### config.mk
export PLATFORM = sky130hd
export DESIGN_NAME = thresholding_out_pack
export DESIGN_NICKNAME = d
export VERILOG_FILES = /design/src/rtl/thresholding_pkg.sv /design/src/rtl/thresholding_out_pack.sv
export SDC_FILE = /design/constraint.sdc
export NUM_CORES = 1
export LEC_CHECK = 0
export CAP_MARGIN = 25
export CORE_MARGIN = 5
export CORE_UTILIZATION = 48
export DETAILED_ROUTE_END_ITERATION = 8
export PLACE_DENSITY = 0.85
export REMOVE_ABC_BUFFERS = 1
export SLEW_MARGIN = 5
export SYNTH_ARGS = -nofsm -noshare
export SYNTH_HDL_FRONTEND = slang
export SYNTH_SLANG_ARGS = --single-unit
### constraint.sdc
create_clock -name ap_clk -period 1.97 [get_ports ap_clk]
set_clock_uncertainty 0.05 [all_clocks]
set_input_delay 0.394 -clock ap_clk [delete_from_list [all_inputs] [get_ports ap_clk]]
set_output_delay 0.394 -clock ap_clk [all_outputs]
set_load 0.01 [all_outputs]
### src/rtl/thresholding_pkg.sv
// Sizing helpers shared with the thresholding AXI stage so code/lane widths
// and byte padding agree on both sides of the stream.
package thresholding_pkg;

    // Round a bit count up to a whole number of bytes (AXI-stream tdata width).
    function automatic int pad8(input int bits);
        return ((bits + 7) / 8) * 8;
    endfunction

    // Width of one input beat's worth of codes.
    function automatic int slice_w(input int sdim, input int obits);
        return sdim * obits;
    endfunction

    // Unpadded width of PACK beats gathered into one word.
    function automatic int word_w(input int pack, input int sdim, input int obits);
        return pack * sdim * obits;
    endfunction

    // Counter width for a modulo-n count; never narrower than one bit.
    function automatic int cnt_w(input int n);
        return (n > 1) ? $clog2(n) : 1;
    endfunction

endpackage

### src/rtl/thresholding_out_pack.sv
// Gathers PACK input beats of thresholding codes into one wide AXI-stream word.
// Optional end-of-frame marker enabled by `define THRESHOLDING_OUT_PACK_TLAST_EN.
module thresholding_out_pack
    import thresholding_pkg::*;
#(
    parameter int O_BITS      = 4,
    parameter int input_SDIM  = 1,
    parameter int PACK        = 2,
    parameter int FRAME_WORDS = 16
) (
    input  logic                                          ap_clk,
    input  logic                                          ap_rst,
    output logic                                          input_tready,
    input  logic                                          input_tvalid,
    input  logic [pad8(slice_w(input_SDIM, O_BITS))-1:0]  input_tdata,
    input  logic                                          output_tready,
    output logic                                          output_tvalid,
    output logic [pad8(word_w(PACK, input_SDIM, O_BITS))-1:0] output_tdata
`ifdef THRESHOLDING_OUT_PACK_TLAST_EN
    ,
    output logic                                          output_tlast
`endif
);

    localparam int SW = slice_w(input_SDIM, O_BITS);
    localparam int IW = pad8(SW);
    localparam int PW = word_w(PACK, input_SDIM, O_BITS);
    localparam int OW = pad8(PW);
    localparam int CW = cnt_w(PACK);
    localparam logic [CW-1:0] CNT_LAST = CW'(PACK - 1);

    if (PACK < 1) begin : g_chk_pack
        $error("thresholding_out_pack: PACK must be >= 1");
    end
    if (input_SDIM < 1) begin : g_chk_sdim
        $error("thresholding_out_pack: input_SDIM must be >= 1");
    end
    if (O_BITS < 1) begin : g_chk_obits
        $error("thresholding_out_pack: O_BITS must be >= 1");
    end
    if (FRAME_WORDS < 1) begin : g_chk_frame
        $error("thresholding_out_pack: FRAME_WORDS must be >= 1");
    end

    logic [CW-1:0] cnt_q, cnt_d;
    logic [PW-1:0] acc_q, acc_d;
    logic [PW-1:0] word;
    logic [SW-1:0] beat;
    logic [OW-1:0] data_q, data_d;
    logic          vld_q, vld_d;
    logic          last_beat;
    logic          in_fire;
    logic          out_fire;

    assign beat = input_tdata[SW-1:0];

    if (IW > SW) begin : g_pad
        logic unused_pad;
        assign unused_pad = ^input_tdata[IW-1:SW];
    end

    // Only the completing beat can stall, and only while the output word is stuck.
    assign last_beat     = (cnt_q == CNT_LAST);
    assign input_tready  = !(last_beat && vld_q && !output_tready);
    assign in_fire       = input_tvalid && input_tready;
    assign out_fire      = vld_q && output_tready;
    assign output_tvalid = vld_q;
    assign output_tdata  = data_q;

    // Beat k lands at slice k; untouched slices of acc are still zero.
    assign word = acc_q | (PW'(beat) << (int'(cnt_q) * SW));

    always_comb begin
        cnt_d  = cnt_q;
        acc_d  = acc_q;
        data_d = data_q;
        vld_d  = vld_q;
        if (out_fire) begin
            vld_d = 1'b0;
        end
        if (in_fire) begin
            if (last_beat) begin
                cnt_d  = '0;
                acc_d  = '0;
                data_d = OW'(word);
                vld_d  = 1'b1;
            end else begin
                cnt_d = cnt_q + 1'b1;
                acc_d = word;
            end
        end
    end

    always_ff @(posedge ap_clk or posedge ap_rst) begin
        if (ap_rst) begin
            cnt_q  <= '0;
            acc_q  <= '0;
            data_q <= '0;
            vld_q  <= 1'b0;
        end else begin
            cnt_q  <= cnt_d;
            acc_q  <= acc_d;
            data_q <= data_d;
            vld_q  <= vld_d;
        end
    end

`ifdef THRESHOLDING_OUT_PACK_TLAST_EN
    localparam int FCW = cnt_w(FRAME_WORDS);
    localparam logic [FCW-1:0] FRAME_LAST = FCW'(FRAME_WORDS - 1);

    logic [FCW-1:0] fcnt_q, fcnt_d;
    logic           last_q, last_d;

    // fcnt_d is the frame index of whatever word is loaded this cycle.
    always_comb begin
        fcnt_d = fcnt_q;
        last_d = last_q;
        if (out_fire) begin
            fcnt_d = (fcnt_q == FRAME_LAST) ? '0 : fcnt_q + 1'b1;
        end
        if (in_fire && last_beat) begin
            last_d = (fcnt_d == FRAME_LAST);
        end
    end

    always_ff @(posedge ap_clk or posedge ap_rst) begin
        if (ap_rst) begin
            fcnt_q <= '0;
            last_q <= 1'b0;
        end else begin
            fcnt_q <= fcnt_d;
            last_q <= last_d;
        end
    end

    assign output_tlast = last_q;
`endif

endmodule
==> summary.txt <==
CTS
  • Clock root buffer: clkbuf_4
  • H-tree depth: 1
  • Clock Tree Buf Depth: 2
  • CTS sink cnt: 18
  • Postcts setup bufs: 0
  • Cts hold-fix bufs: 0
  • CTS Buf Count: 3
  • CTS tree: yes
  • Post-CTS resize count: 1
  • Reg clk slew, reported paths: 0.10 ns
  • Clock Latency Late Sink: 0.28 ns

Synthesis
  • Unique cell type count in the Yosys netlist: 15
  • Netlist Area Pre-Place: between 700 and 800 sq um
  • Mapped Avg Cell Area: 12.1 sq um
  • Sequential-to-total area share from yosys stat: 0.600
  • Synth Area in Adders: 0
  • Largest family of logic cells by synthesized area: compound AO/OA/AOI/OAI gates
  • Ys Warns: 0
  • Post-Syn Instances: 62
  • Xor/xnor share of the synthesized area: 0
  • Post-Synth Simple-Gate Area: 0.137
  • Largest cells by area after synthesis: dfrtp_1 60%, mux2_4 8.0%, a21oi_1 5.3%
  • Post-synth top area share: 0.600
  • Yosys reg bits: 18
  • Area leader, netlist: dfrtp_1
  • Proportion of synthesized area in mux cells: 0.0800
  • Synth Area in Compound Gates: 0.147

Worst setup path
  • Reg2Reg Setup Slack: 0.59 ns
  • R2R depth: 4
  • Max FO, Critical Path: 2
  • Startpoint types: primary input
  • Critical path class: primary input to primary output
  • Crit path capture: input_tready
  • R2r endpoint: output_tdata[1]$_DFFE_PP0P_
  • Crit end category: primary output
  • Reg2reg start: output_tvalid$_DFF_PP0_
  • Critical path arrival: 1.33 ns
  • Critical Path Source: output_tready
  • Worst Path Required: 1.53 ns

STA
  • Final Hold Viols: 0
  • Setup TNS: 0 ns
  • Fin crit share: 0.901
  • Unrepaired setup endpoints after global routing: false
  • Final min period: 1.77 ns
  • Slew at the pin with the worst max-slew slack: 0.265 ns
  • Final setup viols: 0
  • Final setup margin: roughly 0.20 ns
  • Relative slew slack: 0.823
  • Fmax: 564 MHz
  • Max-slew violations: 0

Floorplanning
  • Top-level port count: 22
  • Cell Rows: 14
  • Die W: 49.5 um
  • Initial core utilization: 0.504
  • Die Y: 49.5 um
  • Core area: about 1500 sq um
  • Die ar.: 2450 sq um

Placed design
  • Place WS: -0.0314 ns
  • I/O Buffers: 17
  • Gpl congestion: 0.808
  • Post-DP HPWL: about 1000 um

GRT
  • Largest net degree at the start of global routing: 19
  • Gr ovfl total: 0
  • Initial antenna violation count: 0
  • Via count of the first global-routing pass: 562
  • First-pass GRT wire length: 2390 um
  • GRT Overall Usage: 0.121

Layout
  • Fin nets: 96
  • Ratio of cells with drive above 1 in the final layout: 0.169
  • Commonest non-fill, non-tap cell in the layout: dfrtp_1
  • Ant diodes: 0
  • Most frequent cells in the layout: 18 x dfrtp_1, 16 x clkdlybuf4s50_1, 8 x o21ai_0, 8 x a21oi_1, 6 x nor2_1
  • Synth-to-layout area growth: 30.3%

Pwr
  • Max IR drop VDD: approximately 0.52 mV
  • Leak: 0.450 nW
  • PD cells: between 1000 and 1500 nW/um^2

Min path
  • Hold/Removal Path Class: primary input to asynchronous set/reset pin

Routing
  • DR vias: 536
  • Drt pass-1 iters: 2
  • M1 wire length: 644 um
  • Vias per inst: between 5 and 6
  • Routed wl met2: 689 um
  • Top sig layer: met4
  • Initial DRC count: 2
  • DRC viols: 0
  • Detailed Route WL: 1380 um
  • Antenna Nets Post-Route: 0
  • WL/cell: 13.9 um
  • Met3 routed WL: around 41 um

Job
  • Max_cap viols: 0

Status
  • Status: completed
-- synth_stat cells --
| cell | count |
|---|---|
| inv_1 | 2 |
| nand2_1 | 1 |
| buf_2 | 1 |
| nor2_1 | 6 |
| a21oi_1 | 8 |
| mux2_4 | 4 |
| nor2_8 | 1 |
| nand2_4 | 1 |
| buf_4 | 2 |
| o31ai_1 | 4 |
| nor2b_1 | 4 |
| o21ai_0 | 8 |
| nand2b_1 | 1 |
| dfrtp_1 | 18 |
| nor2b_4 | 1 |
-- worst min-delay path by stage --
stage,start,endpoint,slack [ns],cells after the start
6_report,ap_rst,acc_q[6]$_DFFE_PP0P_,0.37,3
3_5_place_dp,acc_q[4]$_DFFE_PP0P_,acc_q[4]$_DFFE_PP0P_,0.44,1
5_1_grt,ap_rst,output_tdata[7]$_DFFE_PP0P_,0.38,3
3_3_place_gp,acc_q[6]$_DFFE_PP0P_,acc_q[6]$_DFFE_PP0P_,0.43,1
4_1_cts,ap_rst,output_tdata[7]$_DFFE_PP0P_,0.38,3
2_1_floorplan,ap_rst,acc_q[0]$_DFFE_PP0P_,0.28,1
-- kinds of logic after synthesis --
family          after synthesis
buf+inv                       5
compound gates               20
mux                           4
simple gates                 15
flops                        18
-- final cells by class --
class | instances | area (sq um)
Clock buffer | 4 | 36.3
Fill cell | 122 | 510
Inverter | 2 | 7.51
Multi-Input combinational cell | 39 | 273
Sequential cell | 18 | 450
Tap cell | 16 | 20.0
Timing Repair Buffer | 20 | 191
-- report_power, final --
group	total (W)	switching, W	internal [W]
clock network	0.000218	0.000106	0.000112
registers	0.000486	0.0000462	0.000440
logic	0.000308	0.000126	0.000181
-- metal layers --
layer	GRT usage	vias to the layer above
li1	-	255
met1	0.165	269
met2	0.195	10
met3	0.0271	2
met4	0.0262	0
met5	0	-
-- sequential cells by signal, summed over array words and instances, names as in the netlist --
signal and count:
output_tvalid 1, output_tdata 8, cnt_q 1, acc_q 8
-- through the flow --
| step | cells | hold WS [ns] | total power (W) | instance area (sq um) | utilization |
|---|---|---|---|---|---|
| after detailed placement | 95 | 0.440 | 0.000806 | 943 | 0.634 |
| after global placement | 95 | 0.433 | 0.000796 | 943 | 0.634 |
| final | 99 | 0.366 | 0.00101 | 978 | 0.657 |
| after CTS | 99 | 0.376 | 0.00102 | 978 | 0.657 |
| after global routing | 99 | 0.384 | 0.00107 | 978 | 0.657 |
| after floorplan | 59 | 0.283 | 0.000640 | 731 | - |
-- critical path, cell delays in order --
cell             delay (ns)
clkdlybuf4s50_1        0.44
nor2b_4                0.13
nand2_1                0.07
dlygate4sd2_1          0.30
(Power assumes the default switching activity.)
==> edit (same settings) <==
Add a define of `THRESHOLDING_OUT_PACK_TLAST_EN`.
--- a/src/rtl/thresholding_out_pack.sv
+++ b/src/rtl/thresholding_out_pack.sv
@@ -2,2 +2,4 @@
 // Optional end-of-frame marker enabled by `define THRESHOLDING_OUT_PACK_TLAST_EN.
+`define THRESHOLDING_OUT_PACK_TLAST_EN
+
 module thresholding_out_pack
Check against the original RTL (old outputs only; new: output_tlast): equivalent (equiv_simple and equiv_induct, registers matched by name and starting in step).
==> edit against the unedited design <==
  * Via count grew 28%
  * Worst setup slack lost 25 ps
  * Wire length grew 24%
  * Final area grew 26%
  * First-iteration DRC count grew to 4.0 times the old value
  * Count of clock-buffer cells in the layout is the same
  * Critical endpoint is now output_tvalid
  * Sequential cell count grew 5
  * Synthesized area grew 28%
  * Power grew 40%
==> edit: results (changes against the unedited design) <==
- Non-clk buf share: 19.1% (-0.46 points)
- Crit path largest cell delay: 470 ps (+30 ps)
- Vias in the first global route: 703 (+25%)
- GP Congestion: 0.690 (-15%)
- CTS sink count: 23 (+5)
- DR WL met3: 110 um (+170%)
- First-pass GRT wire length: 3.06 mm (+28%)
- Worst-margin pin slew: 336 ps (+70.9 ps)
- Largest net degree at the start of global routing: 16 (-3)
- Met3 usage: 3.00% (+0.29 points)
- Count of different cell masters after synthesis: 27 (+12)
- DP Area: 1190 um^2 (+27%)
- Filler cells: 167 (+37%)
- Register area share after synthesis: 60.1% (about the same)
- Non-CTS buffers: 25 (+25%)
- Core ar.: 1940 um^2 (+30%)
- Worst-path clk slew: 120 ps (+20 ps)
- Number of nets in the layout: 123 (+28%)
- GRT Util Overall: 14.2% (+2.1 points)
- CP max FO: 6 (+4)
- Met2 wire length: 815 um (+18%)
- P_leak: 0.000554 uW (+23%)
- Drt first-iter violations: 8 (+6)
- Top sig layer: met4
- Most frequent cells after synthesis: dfrtp_1, nor2_1, a21oi_1
- Met1 usage: 17.2% (+0.77 points)
- Top cell type's share of synthesized area: 60.1% (about the same)
- Clock-cell share: 2.13% (-1.6 points)
- R2r setup slk: 450 ps (-140 ps)
- Status: finished, final reports clean
- Max IR drop VDD: 0.000793 V (+51%)
- Vias: 684 (+28%)
- Area contributors post-synth: dfrtp_1, nor2_1, a21oi_1
- Crit path DAT: 1360 ps (+30 ps)
- DRT met1 WL: 760 um (+18%)
- Share of cells above drive strength 1: 19.3% (+2.4 points)
- Multi-input gate area: 352 um^2 (+29%)
- DR pass1 iterations: 4 (+2)
- DP Wirelength: 1.33 mm (+33%)
- Worst r2r dst: output_tdata[2]
- Hold_ws: 274 ps (-92.4 ps)
- Clk_lat worst skew: 310 ps (+30 ps)
- Multi-Input Combinational: 55 (+41%)
- WL final: 1.72 mm (+24%)
- Met2 GRT Util: 24.0% (+4.5 points)
- Multi-input gate share of total cell area: 28.6% (+0.68 points)
edit: cell types whose count changed in the layout (fill, tap and decap cells not counted), sizes merged, moves of 2 or more:
| cell | delta |
|---|---|
| o31ai | -2 |
| buf | +4 |
| xnor2 | +2 |
| nand3 | +4 |
| nor2 | +8 |
| nand2 | +3 |
| o21ai | -8 |
| dfrtp | +5 |
edit: power breakdown:
part | total [uW] | leakage, uW | internal, uW | switching (uW)
Combinational | 501 | 0.000257 | 292 | 209
Sequential | 708 | 0.000282 | 604 | 105
Clock | 209 | 0.0000150 | 79.1 | 130
Total | 1420 | 0.000554 | 975 | 444
edit: worst max-delay path by stage:
stage,start,end,slack (ps),cells after the start
finish,output_tvalid,output_tvalid,170,2
global route,output_tvalid,output_tvalid,120,2
CTS,output_tvalid,input_tready,30,3
detailed placement,output_tready,input_tready,-230,4
global placement,output_tready,input_tready,-240,4
floorplan,output_tvalid,output_tdata[2],420,3
edit: kinds of logic (layout without fill, tap and decap cells):
family                   Yosys count  in the layout  synth area share, %
AO/OA/AOI/OAI                     16             16                 11.5
adder cells (fa/ha/maj)            1              1                 1.31
AND/OR/NAND/NOR                   32             32                 16.6
multiplexers                       4              4                 5.48
buffers and inverters              5             31                 3.26
flip-flops                        23             23                 60.1
XOR/XNOR                           2              2                 1.83
edit: what timing repair did:
action | in CTS | in global routing
gates cloned | 0 | 0
setup buffers | 1 | 0
gates resized for setup | 2 | 2
endpoints found under the setup margin | 1 | 1
endpoints found under the hold margin | 0 | 0
edit: per-stage QoR:
step                setup slack (ps)  instances  total power, uW
CTS                             28.2        136             1430
floorplan                        416         80              970
finish                           170        136             1420
detailed placement              -227        131             1220
global route                     122        136             1520
global placement                -236        131             1190
